==> src/rtl/counter_pkg.sv <==
// ---------------------------------------------------------------------------
// counter_pkg
// Shared constants for the modulo-N counter family.
//   UP / DOWN        : values of the 'up' direction input
//   WRAP / SATURATE  : values of the counter's WRAP parameter
//   modulus_ok()     : elaboration helper, true when 2 <= modulus <= 2^width
// ---------------------------------------------------------------------------
package counter_pkg;

  localparam logic UP   = 1'b1;
  localparam logic DOWN = 1'b0;

  localparam int WRAP     = 1;
  localparam int SATURATE = 0;

  // Evaluated at elaboration; done in 64 bits so width=31/32 cannot overflow.
  function automatic bit modulus_ok(input int width, input int modulus);
    longint limit;
    limit = longint'(1) << width;
    return (longint'(modulus) >= 2) && (longint'(modulus) <= limit);
  endfunction

endpackage

==> src/rtl/counter_modn_next.sv <==
// ---------------------------------------------------------------------------
// counter_modn_next
// Purely combinational next-value and range-check logic for counter_modn.
// Ports:
//   cnt       in   current count (LSB at bit 0)
//   cnt_in    in   parallel load value (LSB at bit 0)
//   en        in   count enable
//   up        in   direction (UP / DOWN)
//   loadn     in   active-low load request
//   cnt_next  out  value the register takes on the next edge
//   load_bad  out  cnt_in is outside 0..MODULUS-1
//   at_bound  out  count sits on the bound for the current direction
// ---------------------------------------------------------------------------
module counter_modn_next #(
  parameter int WIDTH   = 4,
  parameter int MODULUS = 6,
  parameter int WRAP    = 1
) (
  input  logic [WIDTH-1:0] cnt,
  input  logic [WIDTH-1:0] cnt_in,
  input  logic             en,
  input  logic             up,
  input  logic             loadn,
  output logic [WIDTH-1:0] cnt_next,
  output logic             load_bad,
  output logic             at_bound
);
  import counter_pkg::*;

  // Compare against MODULUS-1, which always fits in WIDTH bits, so the
  // MODULUS == 2^WIDTH case never needs an extra carry bit.
  localparam logic [WIDTH-1:0] MAX_VAL = WIDTH'(MODULUS - 1);
  localparam logic             WRAP_EN = (WRAP == counter_pkg::WRAP);

  logic at_max;
  logic at_min;

  always_comb begin
    at_max   = (cnt == MAX_VAL);
    at_min   = (cnt == '0);
    load_bad = (cnt_in > MAX_VAL);
    at_bound = (up == UP) ? at_max : at_min;

    cnt_next = cnt;
    if (!loadn) begin
      // Out-of-range loads land on zero; the flag is raised by the top.
      cnt_next = load_bad ? '0 : cnt_in;
    end else if (en) begin
      if (up == UP) begin
        cnt_next = at_max ? (WRAP_EN ? '0 : cnt) : cnt + 1'b1;
      end else if (up == DOWN) begin
        cnt_next = at_min ? (WRAP_EN ? MAX_VAL : cnt) : cnt - 1'b1;
      end
    end
  end

endmodule

==> src/rtl/counter_modn.sv <==
// ---------------------------------------------------------------------------
// counter_modn
// Up/down modulo-MODULUS counter with parallel load, wrap or saturate at the
// bounds, terminal-count output for cascading, and a sticky load-error flag.
// Ports:
//   clk     in   rising-edge clock
//   clrn    in   asynchronous active-low clear
//   en      in   count enable
//   up      in   1 = count up, 0 = count down
//   loadn   in   synchronous active-low load (beats en)
//   CNT_in  in   load value, bit 0 is the MSB
//   CNT     out  current count, bit 0 is the MSB
//   tc      out  terminal count, drive the next stage's en with it
//   zero    out  CNT == 0
//   err     out  sticky: last load was out of range
// ---------------------------------------------------------------------------
module counter_modn #(
  parameter int WIDTH   = 4,
  parameter int MODULUS = 6,
  parameter int WRAP    = 1
) (
  input  logic             clk,
  input  logic             clrn,
  input  logic             en,
  input  logic             up,
  input  logic             loadn,
  input  logic [0:WIDTH-1] CNT_in,
  output logic [0:WIDTH-1] CNT,
  output logic             tc,
  output logic             zero,
  output logic             err
);
  import counter_pkg::*;

  // Refuse to build a counter whose range cannot be held in WIDTH bits.
  if (!modulus_ok(WIDTH, MODULUS)) begin : g_bad_modulus
    $error("counter_modn: MODULUS=%0d outside 2..2^%0d", MODULUS, WIDTH);
  end
  if (WRAP != counter_pkg::WRAP && WRAP != SATURATE) begin : g_bad_wrap
    $error("counter_modn: WRAP=%0d must be 0 or 1", WRAP);
  end

  logic [WIDTH-1:0] cnt_q;
  logic [WIDTH-1:0] cnt_d;
  logic [WIDTH-1:0] cnt_next;
  logic [WIDTH-1:0] cnt_in_lsb0;
  logic             err_q;
  logic             err_d;
  logic             load_bad;
  logic             at_bound;

  // Positional assignment keeps the MSB on the left, so external bit 0
  // (the MSB) becomes internal bit WIDTH-1.
  assign cnt_in_lsb0 = CNT_in;

  counter_modn_next #(
    .WIDTH   (WIDTH),
    .MODULUS (MODULUS),
    .WRAP    (WRAP)
  ) u_next (
    .cnt      (cnt_q),
    .cnt_in   (cnt_in_lsb0),
    .en       (en),
    .up       (up),
    .loadn    (loadn),
    .cnt_next (cnt_next),
    .load_bad (load_bad),
    .at_bound (at_bound)
  );

  // err only changes on a load; counting never touches it.
  always_comb begin
    cnt_d = cnt_next;
    err_d = loadn ? err_q : load_bad;
  end

  always_ff @(posedge clk or negedge clrn) begin
    if (!clrn) begin
      cnt_q <= '0;
      err_q <= 1'b0;
    end else begin
      cnt_q <= cnt_d;
      err_q <= err_d;
    end
  end

  // tc is suppressed during a load so a cascaded stage does not step while
  // this stage is being overwritten.
  assign tc   = en & loadn & at_bound;
  assign zero = (cnt_q == '0);
  assign err  = err_q;
  assign CNT  = cnt_q;

endmodule

==> config.mk <==
export PLATFORM = sky130hd
export DESIGN_NAME = counter_modn
export DESIGN_NICKNAME = d
export VERILOG_FILES = /design/src/rtl/counter_pkg.sv /design/src/rtl/counter_modn_next.sv /design/src/rtl/counter_modn.sv
export SDC_FILE = /design/constraint.sdc
export NUM_CORES = 1
export LEC_CHECK = 0
export CORE_AREA = 10 10 47 49
export CTS_CLUSTER_SIZE = 28
export DETAILED_ROUTE_END_ITERATION = 7
export DIE_AREA = 0 0 57 59
export PLACE_DENSITY_LB_ADDON = 0.12
export SETUP_SLACK_MARGIN = 0.15
export SYNTH_ARGS = -nofsm -noshare
export SYNTH_HDL_FRONTEND = slang
export SYNTH_HIERARCHICAL = 1
export SYNTH_SLANG_ARGS = --single-unit
export TNS_END_PERCENT = 5
==> constraint.sdc <==
create_clock -name clk -period 1.5 [get_ports clk]
set_clock_uncertainty 0.05 [all_clocks]
set_input_delay 0.3 -clock clk [delete_from_list [all_inputs] [get_ports clk]]
set_output_delay 0.3 -clock clk [all_outputs]
set_load 0.005 [all_outputs]
==> PnR_summary.wiki <==
{| class="wikitable"
! Metric !! Value
|-
| Placer congestion estimate || 0.777
|-
| Final setup fails || 3
|-
| Total negative setup slack || -0.483 ns
|-
| Total power per unit cell area || 742 mW/mm2
|-
| Global-route wire length before repair || a little over 2 mm
|-
| Sequential cell area fraction in the yosys report || 31.7%
|-
| Count of flip-flops with a built-in enable after synthesis || 0
|-
| Post-Synthesis Cell Area || 394 um2
|-
| Buffer count from post-CTS setup fixing || 0
|-
| Initial antenna violation count || 0
|-
| Most common cell in the netlist || dfrtp_1
|-
| CTS root buffer || clkbuf_4
|-
| Share of async-settable or async-resettable flops after synthesis || 100%
|-
| Slowest cell on the critical path || dfrtp_1
|-
| CTS tree || done
|-
| Flops & latches, synth || 5
|-
| Number of buffers between clock root and the deepest sink || 2
|-
| Via count || between 400 and 500
|-
| Result of the run || complete, but fails checks
|-
| Most common flop cell mapped by yosys || dfrtp_1
|-
| Vias in the first global route || 464
|-
| Wirelength, routed || 1.24 mm
|-
| Total GRT Usage || 7.76%
|-
| Overflow left after global routing || 0
|-
| Final cell count without fillers || 90
|-
| Num ports || 16
|-
| Kind of critical path || reg -> out
|-
| Initial DRC count || 2
|-
| Dominant combinational cell family by area after synthesis || simple AND/OR/NAND/NOR gates
|-
| Mapped Avg Cell Area || approximately 9 um2
|-
| Leakage dissipation || 0.292 nW
|-
| Max_cap viols || 0
|-
| Area of the core || 0.00140 mm2
|-
| Post-Synth XOR/XNOR Area || between 2 and 2.5%
|-
| CTS clk-pin slew, worst paths || 0.05 ns
|-
| Layout cell share with drive strength beyond 1 || between 30% and 40%
|-
| Overall die height || slightly below 60 um
|-
| Sort of element at the start of the critical path || flop
|-
| Number of I/O port buffers || 15
|-
| Failing checks || setup timing
|-
| Multiplexer area fraction after synthesis || 3.81%
|-
| Horizontal die dimension || 57 um
|-
| Maximum level of the CTS H-tree || 1
|-
| Warning count from the yosys run || 6
|-
| Die area || about 0.0034 mm2
|-
| Remaining routing DRC violations || 0
|-
| Number of fillers in the final layout || 147
|-
| Final worst hold slack || 0.235 ns
|-
| Number of placement rows || 14
|-
| Critical Path, Cell by Cell || or3_1 -> a211oi_2 -> and3_4 -> buf_6
|-
| Biggest fanout along the worst timing path || 2
|-
| Worst hold-check path type || in -> async
|-
| Mean number of vias per cell || 5.02
|-
| Final Critical Period || 1.81 ns
|-
| Clock sink total || 5
|-
| Area share of the leading cell type in the synthesized netlist || 31.7%
|-
| Worst-case vdd ir drop || 0.424 mV
|-
| CP peak stage delay || 0.39 ns
|-
| Hold-fix buffer count after cts || 0
|-
| Post-route total power || 0.501 mW
|-
| Worst path buffer plus inverter count || 1
|-
| Number of instances in the synthesized netlist || 45
|-
| Post-Synthesis Net Count || 54
|-
| Final hold violation count || 0
|-
| Area share of fa/ha/maj cells after synthesis || 0%
|-
| Post-DP HPWL || roughly 930 um
|-
| Fin worst setup slack || -0.314 ns
|-
| Number of buffers created by CTS || 3
|-
| Per-cell routed wire length || 13.8 um
|-
| Synth cell count leaders || 5 x dfrtp_1, 4 x o21ai_0, 3 x a211oi_1, 3 x a21oi_1, 3 x nand3_1
|-
| Crit path required time || 1.15 ns
|-
| Source-to-sink clock delay at the later pin of the worst-skew pair || between 0.2 and 0.25 ns
|-
| Arrival time at the worst endpoint || 1.46 ns
|-
| Post-synth top area cell || dfrtp_1
|-
| Worst slew pin tran || 0.235 ns
|-
| Count of TritonRoute iterations in the first routing pass || 4
|-
| Share of the clock period used by the worst path after layout || 121%
|-
| Simple-Gate Fraction of Synth Area || 37.5%
|-
| Number of max-slew violations in the final report || 0
|-
| CP Capture Type || output port
|-
| Antenna cells || 0
|-
| Area Overhead vs Synth || 71.4%
|-
| Antenna viol nets, final || 0
|-
| Initial Utilization || between 20% and 30%
|-
| Compound-gate portion of the synthesized area || a little over a fifth
|-
| Kind of cell adding the most delay to the critical path || simple AND/OR/NAND/NOR gates
|-
| RSZ-0062 raised after global routing || true
|-
| DP Cell Count || 86
|-
| Max Clock Freq || between 500 and 600 MHz
|-
| Relative slew slack || 84.1%
|-
| Net count, final || 84
|-
| Pin count of the biggest net entering global routing || 13
|-
| Count of distinct cell types in the synthesized netlist || 28
|-
| Dominant cells by area after synthesis || dfrtp_1 32%, a211oi_1 5.7%, o21ai_0 5.1%
|}
where the power goes:
part	switching (mW)	internal (mW)	total, mW
Clock	0.0580	0.101	0.159
Combinational	0.0795	0.105	0.184
Sequential	0.0101	0.148	0.158
path summary, 6_finish.rpt:
path / start / endpoint / slack (ns) / depth (start not counted)
setup / recovery: CNT[1] / tc / -0.31 / 4
hold / removal: clrn / CNT[1] / 0.23 / 1
setup reg to reg: CNT[3] / CNT[1] / 0.03 / 5
hold reg to reg: err / err / 0.45 / 1
max in group asynchronous: clrn / CNT[3] / 0.97 / 1
min in group clk: err / err / 0.45 / 1
metal layers:
layer	GRT usage [%]	vias to the layer above	routed length, um
met3	4.94	0	74
met5	0	-	0
met4	1.01	0	0
li1	-	231	-
met2	11.9	9	617
met1	9.09	212	552
placed cells by master, fill, tap and decap left out, types with 2 or more instances in the layout:
| cell | count |
|---|---|
| dlygate4sd2_1 | 2 |
| buf_6 | 5 |
| nand3b_1 | 2 |
| a211oi_1 | 2 |
| o21ai_0 | 4 |
| nand2_1 | 2 |
| nand3_1 | 3 |
| buf_2 | 4 |
| buf_4 | 7 |
| or3_1 | 2 |
| a21oi_1 | 3 |
| dfrtp_1 | 5 |
| clkdlybuf4s50_1 | 8 |
| clkbuf_4 | 3 |
registers in the layout, summed over array words and instances, names as in the netlist:
signal  cells
CNT         4
err         1
metrics by stage:
step	instance area [um2]	setup WS, ns	util, %
3_3_place_gp	644	-0.806	46.0
6_report	676	-0.314	48.2
2_1_floorplan	403	-0.0728	-
4_1_cts	664	-0.378	47.4
5_1_grt	676	-0.398	48.2
3_5_place_dp	644	-0.812	46.0
cells by family after synthesis:
logic type | count (synthesis)
buffers and inverters | 2
XOR/XNOR | 1
AO/OA/AOI/OAI | 14
AND/OR/NAND/NOR | 22
multiplexers | 1
flip-flops | 5
worst register-to-register path, cell delays in order, from the launching register on:
cell	delay (ns)
dfrtp_1	0.38
buf_4	0.18
or4_1	0.52
nand3_1	0.10
a211oi_1	0.05
a21oi_1	0.12
layout make-up:
class	count	area, um2	share of cell area, %
repair buffers	26	226	33.5
well taps	16	20.0	2.96
clock buffers	4	26.3	3.89
inverters	1	3.75	0.556
flip-flops and latches	5	125	18.5
multi-input cells	38	274	40.6
what timing repair did:
action / in CTS / in global routing
resized for setup: 27 / 3
endpoints found under the setup margin: 9 / 6
pin swaps: 3 / 3
hold endpoints to repair: 0 / 0
No activity file was read; power rests on OpenSTA's default activity.
==> RTL change 1 (same flow settings) <==
Register the outputs `tc` and `zero`, with the module's reset; this adds one clock of latency there. The other outputs are not delayed to match.
--- a/src/rtl/counter_modn.sv
+++ b/src/rtl/counter_modn.sv
@@ -88,4 +88,11 @@
   // this stage is being overwritten.
-  assign tc   = en & loadn & at_bound;
-  assign zero = (cnt_q == '0);
+  always_ff @(posedge clk or negedge clrn) begin
+    if (!clrn) begin
+      tc   <= '0;
+      zero <= '0;
+    end else begin
+      tc   <= en & loadn & at_bound;
+      zero <= (cnt_q == '0);
+    end
+  end
   assign err  = err_q;
Function: changed (a bounded check fails within 4 cycles, from zero or initial values).
==> RTL change 1 against the original RTL <==
Critical path depth did not move. Register-to-register slack improved by 20 ps. Setup slack improved by 360 ps. Synthesized area rose by 13%. Final area rose by 23%. Sequential cell count rose by 2. Power rose by 23%. Fmax rose by 25%. Routed wire length rose by 13%. Highest routed layer is now met4.
==> RTL change 1: results (changes against the original RTL) <==
| Metric | Value |
|---|---|
| Status | completed |
| Vias per Instance | 5.32 (+5.9%) |
| Initial antenna violation count | 0 (unchanged) |
| Min-delay worst type | input pin to asynchronous set/reset pin |
| Layout non-clock buf frac | 0.358 (+0.0227) |
| Register Area | 179 sq um (+43%) |
| Routability cong. | 0.705 (-9.3%) |
| Syn Nets | 56 (+3.7%) |
| Fraction of area in multi-input gates | 0.367 (-0.0386) |
| Clock root buffer | clkbuf_4 |
| Placement Cell Area | 703 sq um (+9.1%) |
| Combinational logic power | 0.230 mW (+25%) |
| Commonest non-fill, non-tap cell in the layout | buf_4 |
| Port bufs | 15 (unchanged) |
| Clock Latency Late Sink | 240 ps (about the same) |
| Vias in the first global route | 526 (+13%) |
| Inserted Diodes | 0 (unchanged) |
| Worst Tran Pin Value | 314 ps (+78.4 ps) |
| Tot GR Track Use | 0.0805 (+0.00298) |
| Worst vdd ir | 0.000392 V (-7.6%) |
| Core Box Area | 1400 sq um (unchanged) |
| Crit path max fanout | 9 (+7) |
| Largest net degree at the start of global routing | 11 (-2) |
| Nonclk buf count | 32 (+23%) |
| TritonRoute pass-1 iters | 4 (unchanged) |
| Seq cells post-synth | 7 (+2) |
| Largest cells by area after synthesis | dfrtp_1, a211oi_1, o21ai_0 |
| Inst Count DP | 90 (+4.7%) |
| Endpoints failing hold | 0 (unchanged) |
| Post-synth cell types | 28 (unchanged) |
| TritonCTS Buffers | 3 (unchanged) |
| Synth warn | 6 (unchanged) |
| Grt total ovfl | 0 (unchanged) |
| Layout clock area frac | 0.0316 (-0.00731) |
| Initial DRC Count | 11 (+9) |
| Leak pwr | 0.425 nW (+46%) |
| Nets@finish | 92 (+9.5%) |
| Filler Cell Count | 137 (-6.8%) |
| Main synth FF type | dfrtp_1 |
| Synth cell count leaders | dfrtp_1, o21ai_0, a211oi_1, a21oi_1, nand3_1 |
| Syn Inst Count | 47 (+4.4%) |
| H-tree Lvls | 1 (unchanged) |
| Max reg flops | 4 (unchanged) |
| Global-route wire length before repair | 2220 um (+7.0%) |
| Detailed placement HPWL | 1000 um (+8.2%) |
| Sequential share of the synthesized area | 0.394 (+0.0769) |
| Worst-path clk slew | 50 ps (about the same) |
| Asr flop ratio synth | 1.00 (unchanged) |
| Max clock buf depth | 2 (unchanged) |
| CTS tree | built |
| Layout cell share with drive strength beyond 1 | 0.451 (+0.0864) |
| Critical path arrival | 1590 ps (+130 ps) |
| Signal inverters | 1 (unchanged) |
| Sw frac | 0.286 (-0.00892) |
| Reg power frac | 0.353 (+0.038) |
| Vias | 521 (+15%) |
| Multi-input gate count | 38 (unchanged) |
| Drt total wl | 1410 um (+13%) |
==> RTL change 1: worst max-delay path: stages, from the launching register on <==
cell and delay [ps]:
dfrtp_2 400, buf_4 160, or3_1 390, a211oi_2 210, and3_2 180
==> RTL change 1: cell families (layout without fill, tap and decap cells) <==
kind of cell | Yosys count | in the layout | share of synthesized area
DFF | 7 | 7 | 0.394
buffers and inverters | 2 | 37 | 0.0338
xor gates and xnor gates | 1 | 1 | 0.0197
muxes | 1 | 1 | 0.0338
and+or+nand+nor | 22 | 22 | 0.332
AOI/OAI and AO/OA | 14 | 14 | 0.186
==> RTL change 1: worst paths after layout <==
check,endpoint,start,cells past startpoint,slack (ps)
max,tc$_DFF_PN0_,CNT[3]$_DFF_PN0_,4,50
min,tc$_DFF_PN0_,clrn,1,260
max reg2reg,tc$_DFF_PN0_,CNT[3]$_DFF_PN0_,4,50
min reg2reg,err$_DFFE_PN0N_,err$_DFFE_PN0N_,1,470
max in group asynchronous,CNT[2]$_DFF_PN0_,clrn,1,880
min in group clk,err$_DFFE_PN0N_,err$_DFFE_PN0N_,1,470
==> RTL change 1: timing repair <==
action | in CTS | in global routing
buffers inserted | 4 | 0
setup endpoints to repair | 11 | 10
resized for setup | 5 | 19
pin swaps | 0 | 4
==> RTL change 1: through the flow <==
stage          total power [mW]  hold slack (ps)  utilization  worst slack [ps]
2_1_floorplan             0.301            -45.6            -              96.7
3_3_place_gp              0.417              447        0.502              -287
3_5_place_dp              0.418              470        0.502              -321
4_1_cts                   0.602              272        0.543              33.7
5_1_grt                   0.655              283        0.594             -2.75
6_report                  0.618              263        0.594              47.9
==> RTL change 1: routing by layer <==
layer  part of all wire  track usage
met3              0.047       0.0215
met1               0.43       0.0885
met4              0.017       0.0503
met5                  0            0
met2               0.50        0.135
==> RTL change 2 (same flow settings) <==
Without the edit above. `MODULUS` is set to 6 in 2 places; all go to 5.
--- a/src/rtl/counter_modn_next.sv
+++ b/src/rtl/counter_modn_next.sv
@@ -15,3 +15,3 @@
   parameter int WIDTH   = 4,
-  parameter int MODULUS = 6,
+  parameter int MODULUS = 5,
   parameter int WRAP    = 1
--- a/src/rtl/counter_modn.sv
+++ b/src/rtl/counter_modn.sv
@@ -18,3 +18,3 @@
   parameter int WIDTH   = 4,
-  parameter int MODULUS = 6,
+  parameter int MODULUS = 5,
   parameter int WRAP    = 1
Function: changed (a bounded check fails within 4 cycles, from zero or initial values).
==> RTL change 2 against the original RTL <==
The run still ends with setup timing left. Die area unchanged. Sequential cell count unchanged. Routed wire length down 1.8%. Synthesized area up 3.2%. Power up 6.9%. First-iteration DRC count rose to 5.5 times the old value. Setup slack better by 170 ps. Critical path depth up 2. Hold slack worse by 7.7 ps. Final area up 7.4%. Critical path type unchanged.
==> RTL change 2: results (changes against the original RTL) <==
| Metric | Value |
|---|---|
| Status | finished with violations |
| Failing checks | setup timing |
| Nets@finish | 90 (+7.1%) |
| Vias per Instance | 4.93 (-1.9%) |
| Post-synthesis mux area share | 0.0862 (+0.0481) |
| R2R depth | 7 (+2) |
| Inst Count DP | 87 (+1.2%) |
| Synth cell count leaders | dfrtp_1, o21ai_0, inv_1, nand2_1 |
| Largest cells by area after synthesis | dfrtp_1, ha_1, o21ai_0 |
| Post-synth cell types | 27 (-3.6%) |
| GR Layer Usage met3 | 0.0558 (+0.00644) |
| Routability cong. | 0.754 (-3.0%) |
| Critical path arrival | 1300 ps (-160 ps) |
| Slowest-stage cell, CP | dfrtp_2 |
| Detailed placement HPWL | 967 um (+4.3%) |
| Met2 Use GR | 0.118 (-0.00155) |
| Finished Layout Cells | 94 (+4.4%) |
| Worst Hold Margin | 227 ps (-7.73 ps) |
| Delay-heaviest family, CP | flip-flops |
| Drt total wl | 1220 um (-1.8%) |
| # setup viols final | 3 (unchanged) |
| Leak pwr | 0.340 nW (+17%) |
| Layout cell share with drive strength beyond 1 | 0.474 (+0.109) |
| Vias in the first global route | 448 (-3.4%) |
| Syn Inst Count | 46 (+2.2%) |
| Largest net degree at the start of global routing | 11 (-2) |
| Global-route wire length before repair | 1990 um (-4.3%) |
| Met1 track demand over resource | 0.0795 (-0.0114) |
| Placement Cell Area | 677 sq um (+5.0%) |
| Worst Setup SP | CNT[3]$_DFF_PN0_ |
| Worst setup margin | -145 ps (+169 ps) |
| R2R Setup Slk | -20 ps (-50 ps) |
==> RTL change 2: cell types whose count changed after synthesis, moves of 2 or more <==
cell      delta
a211oi_1     -3
a21oi_1      -3
inv_1        +3
nand3_1      -3
a31oi_1      +2
ha_1         +2
mux2i_1      +2
nand2_1      +2
o21ai_1      -2
or3_1        -2
or4b_1       +2
==> RTL change 2: where the power goes <==
part	total (mW)	switching, mW	internal (mW)	leakage, nW
logic	0.224	0.0952	0.129	0.265
clock network	0.152	0.0521	0.100	0.0150
registers	0.159	0.00962	0.150	0.0604
==> RTL change 2: repair_timing <==
item / CTS / global route
gates resized for setup: 20 / 12
hold buffers: 0 / 0
setup buffers: 1 / 2
pin swaps: 4 / 6
setup endpoints to repair: 10 / 12
==> RTL change 2: final cells by class <==
class                      instances  area, sq um  area share
clock buffer                       4         26.3      0.0362
tap                               16         20.0      0.0276
inverter                           4         15.0      0.0207
sequential                         5          128       0.176
multi-input combinational         35          285       0.393
timing repair buffer              30          251       0.347
